$ cat src/rtl/fb_scanout.sv
// Framebuffer scan-out: credit-based VRAM prefetch into a 2-entry FIFO, bit
// accumulator unpacker, h/v pixel replication and palette lookup to registered RGB.
module fb_scanout #(
  parameter int ADDR_W     = 15,
  parameter int VRAM_DEPTH = 22500,
  parameter int SCALE_W    = 3
) (
  input  logic               clk,
  input  logic               rst,
  input  logic               can_color,
  input  logic               line_start,
  input  logic               frame_start,
  input  logic [1:0]         mode,
  input  logic [SCALE_W-1:0] h_scale,
  input  logic [SCALE_W-1:0] v_scale,
  input  logic [ADDR_W-1:0]  line_bytes,
  input  logic [ADDR_W-1:0]  base_addr,
  input  logic               pal_we,
  input  logic [3:0]         pal_addr,
  input  logic [5:0]         pal_data,
  output logic [ADDR_W-1:0]  vram_addr,
  input  logic [7:0]         vram_data,
  output logic [5:0]         rgb,
  output logic               underrun
);

  localparam logic [ADDR_W:0]   DEPTH_X   = (ADDR_W+1)'(VRAM_DEPTH);
  localparam logic [ADDR_W-1:0] LAST_ADDR = ADDR_W'(VRAM_DEPTH - 1);

  // Frame configuration, captured on frame_start only
  logic [1:0]         mode_q;
  logic [SCALE_W-1:0] hs_q, vs_q;
  logic [ADDR_W-1:0]  lb_q;

  // Line addressing
  logic [ADDR_W-1:0]  line_base_q, line_base_d;
  logic [SCALE_W-1:0] v_cnt_q, v_cnt_d;
  logic               first_q, first_d;
  logic [ADDR_W:0]    line_sum;
  logic               flush;

  // Prefetch
  logic [ADDR_W-1:0]  fetch_q, fetch_d;
  logic [ADDR_W-1:0]  vaddr_q, vaddr_d;
  logic               rd_valid_q, rd_valid_d;
  logic [7:0]         fifo_mem_q [2];
  logic               wr_ptr_q, wr_ptr_d, rd_ptr_q, rd_ptr_d;
  logic [1:0]         fifo_cnt_q, fifo_cnt_d;
  logic [2:0]         credit;
  logic               issue, push;

  // Accumulator and pixel stage
  logic [15:0]        acc_q, acc_d, acc_shift, append_word;
  logic [4:0]         acc_cnt_q, acc_cnt_d, rem, bpp;
  logic               pop_slot, pop_ok, append;
  logic [SCALE_W-1:0] h_cnt_q, h_cnt_d;
  logic [5:0]         pix_q, pix_d, pix_bits;
  logic               underrun_q, underrun_d;
  logic               act_q;
  logic [5:0]         colour, rgb_q, rgb_d;
  logic [5:0]         pal_q [16];

  assign flush = line_start && !frame_start;

  always_comb begin
    line_sum    = {1'b0, line_base_q} + {1'b0, lb_q};
    line_base_d = line_base_q;
    v_cnt_d     = v_cnt_q;
    first_d     = first_q;
    if (frame_start) begin
      line_base_d = base_addr;
      v_cnt_d     = '0;
      first_d     = 1'b1;
    end else if (line_start) begin
      if (first_q) begin
        first_d = 1'b0;
      end else if (v_cnt_q == vs_q) begin
        v_cnt_d     = '0;
        line_base_d = (line_sum >= DEPTH_X) ? ADDR_W'(line_sum - DEPTH_X) : ADDR_W'(line_sum);
      end else begin
        v_cnt_d = v_cnt_q + SCALE_W'(1);
      end
    end
  end

  always_comb begin
    case (mode_q)
      2'd0:    bpp = 5'd6;
      2'd1:    bpp = 5'd8;
      2'd2:    bpp = 5'd4;
      default: bpp = 5'd2;
    endcase
    case (mode_q)
      2'd0:    pix_bits = acc_q[15:10];
      2'd1:    pix_bits = acc_q[13:8];
      2'd2:    pix_bits = {2'b00, acc_q[15:12]};
      default: pix_bits = {4'b0000, acc_q[15:14]};
    endcase

    pop_slot    = can_color && (h_cnt_q == '0);
    pop_ok      = pop_slot && (acc_cnt_q >= bpp);
    rem         = pop_ok ? (acc_cnt_q - bpp) : acc_cnt_q;
    acc_shift   = pop_ok ? (acc_q << bpp) : acc_q;
    append      = (fifo_cnt_q != 2'd0) && (rem < bpp);
    // Accumulated bits below acc_cnt are always zero, so the new byte can be ORed in.
    append_word = {fifo_mem_q[rd_ptr_q], 8'h00} >> rem;

    acc_d     = append ? (acc_shift | append_word) : acc_shift;
    acc_cnt_d = rem + (append ? 5'd8 : 5'd0);
    if (flush) begin
      acc_d     = '0;
      acc_cnt_d = '0;
    end

    pix_d      = pix_q;
    underrun_d = underrun_q;
    if (pop_slot) begin
      if (pop_ok) begin
        pix_d = pix_bits;
      end else begin
        pix_d      = '0;
        underrun_d = 1'b1;
      end
    end

    if (flush || !can_color || (h_cnt_q == hs_q)) h_cnt_d = '0;
    else                                          h_cnt_d = h_cnt_q + SCALE_W'(1);
  end

  // A byte leaving the FIFO this cycle frees its credit in the same cycle,
  // which is what lets two credits sustain one byte per clock.
  always_comb begin
    push       = rd_valid_q && !flush;
    credit     = {1'b0, fifo_cnt_q} + {2'b00, rd_valid_q} - {2'b00, append};
    issue      = !flush && (credit < 3'd2);
    rd_valid_d = issue;
    vaddr_d    = issue ? fetch_q : vaddr_q;

    if (flush)      fetch_d = line_base_d;
    else if (issue) fetch_d = (fetch_q == LAST_ADDR) ? '0 : fetch_q + ADDR_W'(1);
    else            fetch_d = fetch_q;

    fifo_cnt_d = fifo_cnt_q + {1'b0, push} - {1'b0, append};
    wr_ptr_d   = push ? ~wr_ptr_q : wr_ptr_q;
    rd_ptr_d   = append ? ~rd_ptr_q : rd_ptr_q;
    if (flush) begin
      fifo_cnt_d = '0;
      wr_ptr_d   = 1'b0;
      rd_ptr_d   = 1'b0;
    end
  end

  always_comb begin
    colour = mode_q[1] ? pal_q[pix_q[3:0]] : pix_q;
    rgb_d  = act_q ? colour : 6'd0;
  end

  always_ff @(posedge clk) begin
    if (rst) begin
      mode_q      <= '0;
      hs_q        <= '0;
      vs_q        <= '0;
      lb_q        <= '0;
      line_base_q <= '0;
      v_cnt_q     <= '0;
      first_q     <= 1'b1;
      fetch_q     <= '0;
      vaddr_q     <= '0;
      rd_valid_q  <= 1'b0;
      wr_ptr_q    <= 1'b0;
      rd_ptr_q    <= 1'b0;
      fifo_cnt_q  <= '0;
      acc_q       <= '0;
      acc_cnt_q   <= '0;
      h_cnt_q     <= '0;
      pix_q       <= '0;
      underrun_q  <= 1'b0;
      act_q       <= 1'b0;
      rgb_q       <= '0;
    end else begin
      if (frame_start) begin
        mode_q <= mode;
        hs_q   <= h_scale;
        vs_q   <= v_scale;
        lb_q   <= line_bytes;
      end
      line_base_q <= line_base_d;
      v_cnt_q     <= v_cnt_d;
      first_q     <= first_d;
      fetch_q     <= fetch_d;
      vaddr_q     <= vaddr_d;
      rd_valid_q  <= rd_valid_d;
      wr_ptr_q    <= wr_ptr_d;
      rd_ptr_q    <= rd_ptr_d;
      fifo_cnt_q  <= fifo_cnt_d;
      acc_q       <= acc_d;
      acc_cnt_q   <= acc_cnt_d;
      h_cnt_q     <= h_cnt_d;
      pix_q       <= pix_d;
      underrun_q  <= underrun_d;
      act_q       <= can_color;
      rgb_q       <= rgb_d;
    end
  end

  always_ff @(posedge clk) begin
    if (push) fifo_mem_q[wr_ptr_q] <= vram_data;
  end

  always_ff @(posedge clk) begin
    if (rst) begin
      for (int i = 0; i < 16; i++) pal_q[i] <= '0;
    end else if (pal_we) begin
      pal_q[pal_addr] <= pal_data;
    end
  end

  assign vram_addr = vaddr_q;
  assign rgb       = rgb_q;
  assign underrun  = underrun_q;

endmodule

$ cat config.mk
export PLATFORM = sky130hd
export DESIGN_NAME = fb_scanout
export DESIGN_NICKNAME = d
export VERILOG_FILES = /design/src/rtl/fb_scanout.sv
export SDC_FILE = /design/constraint.sdc
export NUM_CORES = 1
export LEC_CHECK = 0
export CAP_MARGIN = 20
export CORE_ASPECT_RATIO = 2
export CORE_MARGIN = 3
export CORE_UTILIZATION = 59
export DETAILED_ROUTE_END_ITERATION = 12
export PLACE_DENSITY_LB_ADDON = 0.12
export SYNTH_ARGS = -nofsm -noshare
export SYNTH_HDL_FRONTEND = slang
export SYNTH_SLANG_ARGS = --single-unit
$ cat constraint.sdc
create_clock -name clk -period 9 [get_ports clk]
set_input_delay 0.9 -clock clk [delete_from_list [all_inputs] [get_ports clk]]
set_output_delay 0.9 -clock clk [all_outputs]
set_load 0.05 [all_outputs]
# Word level (Yosys, flattened, before mapping)
# Memories as Yosys holds them, arrays and structs flattened. A register that Yosys moved wholly into a read port is not among the register bits.
# Cells that the tools add are included.
# op_classes
addsub,11
n_mul,0
div_mod_pow,0
n_lt_le_gt_ge,4
n_eq_ne,5
shift,2
mux,31
bitwise,6
reduce_logical,22
# op_table
operator,n
15-bit two-way mux,8
16-bit two-way mux,2
6-bit two-way mux,3
6-bit case mux with 3 select lines,1
15-bit by 15-bit adder with 16-bit output,1
"16-bit by 15-bit >= comparator with 1-bit output, second input constant",1
4-bit two-way mux,4
16-bit bitwise OR,1
16-bit by 5-bit left shift with 16-bit output,1
16-bit by 5-bit right shift with 16-bit output,1
"15-bit by 1-bit adder with 15-bit output, second input constant",1
"15-bit equality test, second input constant",1
"15-bit subtractor, second input constant",1
4-bit case mux with 3 select lines,1
1-bit two-way mux,10
2-bit OR reduction,4
"3-bit by 1-bit adder with 3-bit output, second input constant",2
3-bit equality test,2
1-bit logical AND,6
6-bit OR reduction,1
5-bit by 4-bit adder with 5-bit output,1
5-bit >= comparator,1
5-bit less-than comparator,1
5-bit two-way mux,1
16 further kinds,25
# totals
reg_bits,115
latch_bits,0
ramBits,112
mem_bits_ro,0
elab_cells,103
n_memories,2
# mem_list
name,depth,word_bits,read_ports,rd_ports_with_merged_regs,write_ports,line,rtl
pal_q,16,6,1,1,16,61,logic [5:0] pal_q [16];
fifo_mem_q,2,8,1,1,1,46,logic [7:0] fifo_mem_q [2];

# Depth between registers and ports, before layout
# Gate-level depths: netlist (run 1).
# logic_depth
word_depth,12
depth_mapped,33
ltp_nobuf,28

# Worst setup path after synthesis (run 1)
# OpenSTA, ideal clock, no wires.
# synth_timing
kind,reg2reg
from,register mode_q[1]
to,register fetch_q[3]
setup_ps,126
arrival_time_ps,6395
setup_slack_ps,2479
stages_incl_launch_ff,32
n_path_buf,5
cell_sequence,dfxtp_1 > clkbuf_1 > inv_1 > ha_1 > clkbuf_1 > clkinv_1 > clkbuf_1 > ha_1 > inv_1 > fa_1 > a21o_1 > a211oi_1 > nand2b_1 > buf_2 > mux2i_1 > inv_1 > ha_1 > o21ai_0 > nand2b_1 > a2111o_1 > inv_2 > ha_1 > nor2b_1 > fa_1 > nand2b_1 > nand2_1 > clkbuf_1 > o21ai_0 > a21oi_1 > nor2_1 > a41oi_1 > o21ai_0
# synth_between
elab_chain_cells,11
elab_cells_between_ends,14
# synth_lines
element,line,rtl
"start, declared",31,logic [1:0] mode_q;
"start signal, assigned",182,mode_q <= mode;
"2-bit equality test, or another cell as far along",87,case (mode_q)
4-bit case mux with 3 select lines (*),87,
5-bit >= comparator,101,pop_ok = pop_slot && (acc_cnt_q >= bpp);
1-bit logical AND,101,
5-bit two-way mux (*),102,rem = pop_ok ? (acc_cnt_q - bpp) : acc_cnt_q;
net rem[2],54,"logic [4:0] acc_cnt_q, acc_cnt_d, rem, bpp;"
5-bit less-than comparator (*),104,append = (fifo_cnt_q != 2'd0) && (rem < bpp);
1-bit logical AND (*),104,
3-bit by 1-bit subtractor with 3-bit output (*),134,"credit = {1'b0, fifo_cnt_q} + {2'b00, rd_valid_q} - {2'b00, append};"
3-bit by 2-bit less-than comparator with 1-bit output (*),135,issue = !flush && (credit < 3'd2);
1-bit logical AND (*),135,
2-bit nonzero test (no source line) (*),-,
"end signal, assigned",190,fetch_q <= fetch_d;
"end, declared",43,"logic [ADDR_W-1:0] fetch_q, fetch_d;"
# Mark *: on every way through the listed nets, which the timed path passes. The rest lies on a longest branch.
# A chain may end at the register's enable or synchronous reset.

# Worst setup path in the final report (run 1)
# layout_timing
from,register mode_q[1]
to,register fetch_q[13]
# layout_between
elab_chain_cells,11
elab_cells_between_ends,14
# layout_lines
element,line
"2-bit equality test, or another cell as far along",87
4-bit case mux with 3 select lines (*),87
5-bit >= comparator,101
1-bit logical AND,101
5-bit two-way mux,102
5-bit less-than comparator (*),104
1-bit logical AND (*),104
3-bit by 1-bit subtractor with 3-bit output (*),134
3-bit by 2-bit less-than comparator with 1-bit output (*),135
1-bit logical AND (*),135
2-bit nonzero test (no source line) (*),-
# Mark *: on every way between the ends. The rest lies on a longest branch, timed or not.

==> results.cfg, run 1 <==
[synth]
syn_nets = 1256
ys_async_sr_fraction = 0
synth_top_flop_cell = dfxtp_1
synth_area_mm2 = 0.0120
synthTopCellsByCount = 119 x dfxtp_1, 119 x nor2_1, 112 x edfxtp_1
synth_cells = 1156
synth-edff-count = 112
yosysSeqAreaShare = 0.478
synth_top_area_frac = 0.280
synth_cell_type_count = 73
synthTopCellsByArea = edfxtp_1 28%, dfxtp_1 20%, mux4_2 7.5%, and2_1 5.7%, mux2i_1 4.2%
ys_warn_count = 0
syn_area_per_cell_um2 = 10.4
synth-seq-cells = 231
yosys.area.top_type = edfxtp_1

[final_layout]
layout-drive-gt1-share = 0.0886
diodes = 0
syn2layout_area_growth_pct = 14.2
nNetsFinal = 1315
post-route-util = 0.689

[critical_path]
critPathArrivalTime_ns = 7.57
end_kind = flop
critPathRequiredTime_ns = 9.35
crit_chain = inv_1 > ha_1 > clkinv_1 > ha_1 > a21o_1 > a211oi_1 > nand2b_1 > buf_4 > o21a_1 > inv_1 > ha_1 > a2111o_1 > inv_2 > ha_1 > nor2b_1 > fa_1 > nand2b_1 > nor2_1 > o21ai_0 > o2111ai_1 > a31oi_1
cp-start-kind = flop
cpPeakStageDelay_ns = 0.74
crit_path_top_delay_cell = nor2_1
cpMostUsedCell = ha_1
path_max_fanout = 35
worst-setup-path-type = reg -> reg

[flow_run]
max_cap_viol_count = 0

[global_route]
grt_max_degree = 75
grt_pass1_vias = 9195
antenna_found_initial = 0
grt_overflow_total = 0
grt_pass1_wl_um = 48300
grtUsageTotal = 0.277

[pwr]
p_sw_w = 0.00104
total_power_w = 0.00306
power_frac_comb = 0.290
swShare = 0.339
power.share.clock = 0.294
intPower_w = 0.00202
p_seq_frac = 0.416
power_leakage_nw = 5.07
power_density_mw_per_mm2 = 223
vdd_ir_drop_max_mv = 0.166

[cts]
cts_tree = done
clkSlewWorstSetupHoldPaths_ns = 0.06
cts_made_buffers = 21
insertion_delay_ns = 0.52
post_cts_buffers = 0
cts_max_path_buffers = 3
cts_root_buf = clkbuf_16
cts.sinks = 231
post_cts_resized = 0
ctsHoldBuffers = 0
cts.htree.levels = 1

[timing]
clock.fmax_mhz = 138
holdWs_ns = 0.453
slew_viol_final = 0
finalCriticalPeriod_ns = 7.22
tightest_slew_ns = 1.06
setup-tns-final_ns = 0
rsz0062_at_grt = no
fin_worst_skew_ns = 0.0113
setup_viol = 0
finalCritPeriodShare = 0.802
hold_violations = 0
slew_headroom = 0.283

[detailed_routing]
via_per_inst = 6.06
drc = 0
vias = 9048
wire_per_inst_um = 20.2
drt-initial-drc-count = 507
ant_nets = 0
wirelength_um = 30200
dr.pass1.iters = 5

[status]
status = finished clean

[die]
core_mm2 = 0.0199
num_rows = 73
die_x_um = 107
start_util = 0.603
die_area_mm2 = 0.0222
die_h_um = 208
io_pins = 84

[placement]
dpl.hpwl_um = 23100
io_buffer_count = 83
gp_congestion = 0.963

[min_path]
hold_class = reg -> reg
## registers in the layout, indices dropped and copies added (netlist names), 2 cells and up, named ones only
name	cells
pal_q	96
acc_q	16
fifo_mem_q	16
fetch_q	15
lb_q	15
line_base_q	15
vram_addr	15
pix_q	6
rgb	6
acc_cnt_q	4
h_cnt_q	3
hs_q	3
v_cnt_q	3
vs_q	3
fifo_cnt_q	2
mode_q	2
## worst paths after layout
check	start	to	slack, ns	depth (start not counted)
setup / recovery	mode_q[1]$_SDFFE_PP0P_	fetch_q[13]$_SDFFE_PP0P_	1.78	21
hold / removal	vram_addr[11]$_SDFFE_PP0P_	vram_addr[11]$_SDFFE_PP0P_	0.45	2
setup reg to reg	mode_q[1]$_SDFFE_PP0P_	fetch_q[13]$_SDFFE_PP0P_	1.78	21
hold reg to reg	vram_addr[11]$_SDFFE_PP0P_	vram_addr[11]$_SDFFE_PP0P_	0.45	2
## layout by cell type, fill, tap and decap left out, types with 5 or more instances in the layout
master / synthesis / layout
nor2b_1: 5 / 5
o221ai_1: 8 / 8
edfxtp_1: 112 / 112
mux4_2: 40 / 40
clkdlybuf4s50_1: 0 / 81
clkbuf_8: 0 / 6
ha_1: 35 / 35
inv_1: 29 / 29
a22oi_1: 6 / 6
xnor2_1: 17 / 17
a222oi_1: 5 / 5
a21o_1: 8 / 8
clkbuf_16: 0 / 21
nand3_1: 24 / 24
or3_1: 5 / 5
and3_1: 13 / 13
o32ai_1: 6 / 6
and2_1: 109 / 109
nand4_1: 13 / 13
o211ai_1: 6 / 6
nand2b_1: 11 / 11
a21oi_1: 75 / 75
dfxtp_1: 119 / 119
a31oi_1: 8 / 8
nor3_1: 18 / 18
clkbuf_1: 46 / 6
o21ai_0: 43 / 43
xor2_1: 14 / 14
or2_2: 6 / 6
nand2_1: 107 / 107
a31o_2: 5 / 5
buf_4: 1 / 10
o22ai_1: 9 / 9
mux2i_1: 50 / 50
nor2_1: 119 / 119
## stage by stage
stage | std cells | cell area [um^2] | worst slack [ns]
3_3_place_gp | 1452 | 13000 | 2.09
2_1_floorplan | 1156 | 12000 | 2.48
5_1_grt | 1492 | 13700 | 1.06
6_report | 1492 | 13700 | 1.78
4_1_cts | 1490 | 13700 | 1.80
3_5_place_dp | 1452 | 13000 | 1.85
## logic make-up after synthesis
| kind of cell | Yosys count | share of synthesized area |
|---|---|---|
| AO/OA/AOI/OAI | 223 | 0.122 |
| XOR/XNOR | 32 | 0.0239 |
| adder cells (fa/ha/maj) | 38 | 0.0414 |
| buffers and inverters | 92 | 0.0305 |
| flip-flops | 231 | 0.478 |
| multiplexers | 93 | 0.119 |
| AND/OR/NAND/NOR | 447 | 0.185 |
## power groups by stage
stage	sequential (W)	clock, W	combinational [W]
6_report	0.00127	0.000898	0.000887
5_1_grt	0.00128	0.000949	0.000982
4_1_cts	0.00127	0.000907	0.000888
3_5_place_dp	0.00129	0	0.000883
3_3_place_gp	0.00129	0	0.000865
2_1_floorplan	0.00130	0	0.000617
## final cells by class
type                       instances  area [um^2]
inverter                          33          124
multi-input combinational        833         5900
timing repair buffer              95          931
fill                            1652         6190
tap                              262          328
clock buffer                      33          631
clock inverter                     5         53.8
sequential                       231         5750
## worst max-delay path, delay by kind of cell, from the launching register on
kind / cells / cell delay [ns]
flops: 1 / 0.58
compound gates: 7 / 1.73
simple gates: 4 / 1.28
buf+inv: 5 / 1.42
fa+ha+maj: 5 / 2.06
## metal layers
| metal | wire [um] | GRT usage | vias to the layer above |
|---|---|---|---|
| li1 | - | - | 4317 |
| met1 | 9900 | 0.276 | 4379 |
| met2 | 17300 | 0.546 | 253 |
| met3 | 1190 | 0.0305 | 99 |
| met4 | 1740 | 0.138 | 0 |
| met5 | 0 | 0 | - |
Power figures use the tool's default switching activity.
==> inputs of run 2 (changes only) <==
--- a/config.mk
+++ b/config.mk
@@ -8,7 +8,7 @@
 export CAP_MARGIN = 20
 export CORE_ASPECT_RATIO = 2
 export CORE_MARGIN = 3
-export CORE_UTILIZATION = 59
+export CORE_UTILIZATION = 54
 export DETAILED_ROUTE_END_ITERATION = 12
 export PLACE_DENSITY_LB_ADDON = 0.12
 export SYNTH_ARGS = -nofsm -noshare
==> constraint.sdc (replaced) <==
create_clock -name clk -period 6.6 [get_ports clk]
set_input_delay 0.66 -clock clk [delete_from_list [all_inputs] [get_ports clk]]
set_output_delay 0.66 -clock clk [all_outputs]
set_load 0.05 [all_outputs]
==> results.cfg, run 2 (synthesized netlist as in run 1, its figures left out) <==
[min_path]
hold_path_depth = 2
hold_path_end = vram_addr[2]$_SDFFE_PP0P_
holdCritStartpoint = vram_addr[2]$_SDFFE_PP0P_
hold_class = reg -> reg

[timing]
tightest_slew_ns = 1.03
clock.fmax_mhz = 168
rsz0062_at_grt = no
setup-tns-final_ns = 0
slew_viol_final = 0
fin_worst_skew_ns = 0.0145
finalCriticalPeriod_ns = 5.97
slew_headroom = 0.308
hold_violations = 0
finalCritPeriodShare = 0.904
setup_viol = 0

[die]
io_pins = 84
die_x_um = 111
die_h_um = 217
core_mm2 = 0.0217
start_util = 0.554
num_rows = 76
die_area_mm2 = 0.0242

[detailed_routing]
dr.pass1.iters = 5
vias = 8955
wire_per_inst_um = 20.4
drc = 0
ant_nets = 0
drt-initial-drc-count = 467
via_per_inst = 5.92
wirelength_um = 30800

[final_layout]
largest_reg_flops = 96
nNetsFinal = 1324
largestRegisters = pal_q: 96 flops, acc_q: 16 flops, fifo_mem_q: 16 flops
regMostFlops = pal_q
diodes = 0
layout-drive-gt1-share = 0.0985
final_cell_mix = 119 x nor2_1, 119 x dfxtp_1, 112 x edfxtp_1
final_cell_count_no_fill = 1512
syn2layout_area_growth_pct = 15.3

[global_route]
grtUsageTotal = 0.257
use_met1 = 0.251
grt_pass1_wl_um = 49100
grt_pass1_vias = 9228
antenna_found_initial = 0
grt_overflow_total = 0
busiest_layer = met2
grt_max_degree = 75
gr-usage-met3 = 0.0259
gr-usage-met2 = 0.521

[pwr]
power.share.clock = 0.305
p_seq_frac = 0.404
power_frac_comb = 0.291
power_density_mw_per_mm2 = 310
p_sw_w = 0.00143
power_leakage_nw = 5.14
vdd_ir_drop_max_mv = 0.266
swShare = 0.334
intPower_w = 0.00286

[cts]
insertion_delay_ns = 0.52
ctsHoldBuffers = 0
cts_root_buf = clkbuf_16
cts_max_path_buffers = 3
cts.sinks = 231
cts_made_buffers = 22
cts.htree.levels = 1
clkSlewWorstSetupHoldPaths_ns = 0.07
cts_tree = done

[critical_path]
critPathArrivalTime_ns = 6.42
end_kind = flop
r2r_end = fetch_q[3]$_SDFFE_PP0P_
reg2reg_depth = 26
path_max_fanout = 11
r2r_start = mode_q[1]$_SDFFE_PP0P_
cp-start-kind = flop
critPathRequiredTime_ns = 7.05
worst-setup-path-type = reg -> reg
r2r_slack_ns = 0.63

[placement]
dpl.hpwl_um = 23400
gp_congestion = 0.945
place_inst = 1472
io_buffer_count = 83

[status]
status = finished clean

[flow_run]
max_cap_viol_count = 0
-- run 2: cell type report --
cell class	instances	area [um^2]
fillers	1829	7820
inverters	33	124
multi-input cells	833	5910
flip-flops and latches	231	5750
clock buffers	31	647
well taps	273	342
clock inverters	8	96.3
repair buffers	103	992
-- run 2: repair_timing --
item                                   CTS  global route
resized for setup                        0             3
endpoints found under the hold margin    0             0
setup buffers                            0             0
setup endpoints to repair                0             8
-- run 2: power by group through the flow --
stage                     Combinational [W]  Sequential [W]  Clock, W
after floorplan                    0.000842         0.00177         0
after global placement              0.00121         0.00176         0
after detailed placement            0.00123         0.00176         0
after CTS                           0.00124         0.00173   0.00133
after global routing                0.00139         0.00175   0.00138
final                               0.00125         0.00173   0.00131
-- run 2: per-stage QoR --
step                      total power (W)  cell area, um^2  setup WS [ns]  hold slack, ns   util
final                             0.00429            13900          0.634           0.455  0.639
after global routing              0.00452            13900         0.0929           0.481  0.639
after CTS                         0.00430            13800          0.463           0.456  0.638
after detailed placement          0.00299            13100          0.484           0.447  0.604
after global placement            0.00297            13100          0.632           0.442  0.603
after floorplan                   0.00261            12000         0.0792           0.439      -
-- run 2: worst max-delay path by stage --
stage                      startpoint                      end  cells past startpoint
3_5_place_dp   mode_q[1]$_SDFFE_PP0P_  fetch_q[3]$_SDFFE_PP0P_                     25
6_report       mode_q[1]$_SDFFE_PP0P_  fetch_q[3]$_SDFFE_PP0P_                     26
2_1_floorplan  mode_q[1]$_SDFFE_PP0P_  fetch_q[3]$_SDFFE_PP0P_                     31
4_1_cts        mode_q[1]$_SDFFE_PP0P_  fetch_q[3]$_SDFFE_PP0P_                     25
5_1_grt        mode_q[1]$_SDFFE_PP0P_  fetch_q[3]$_SDFFE_PP0P_                     26
3_3_place_gp   mode_q[1]$_SDFFE_PP0P_  fetch_q[3]$_SDFFE_PP0P_                     25
-- run 2: metal layers --
metal	part of all wire	wire, um
met5	0	0
met4	0.051	1580
met3	0.037	1140
met2	0.58	17800
met1	0.33	10300
-- run 2: worst max-delay path, stage by stage, from the launching register on --
cell and delay (ns):
dfxtp_1 0.38, buf_4 0.19, ha_1 0.28, nor2_1 0.19, inv_1 0.16, fa_1 0.46
a21o_1 0.19, a211oi_2 0.27, nand2b_1 0.19, mux2i_1 0.24, inv_1 0.13, ha_1 0.28
o21ai_0 0.07, nand2b_1 0.07, a2111o_1 0.50, inv_2 0.20, ha_1 0.26, nor2b_1 0.15
fa_1 0.45, nand2b_1 0.20, nand2_2 0.21, nand2b_1 0.24, nor3b_1 0.25, a21oi_1 0.06
nor2_1 0.10, a41oi_1 0.05, o21ai_0 0.11
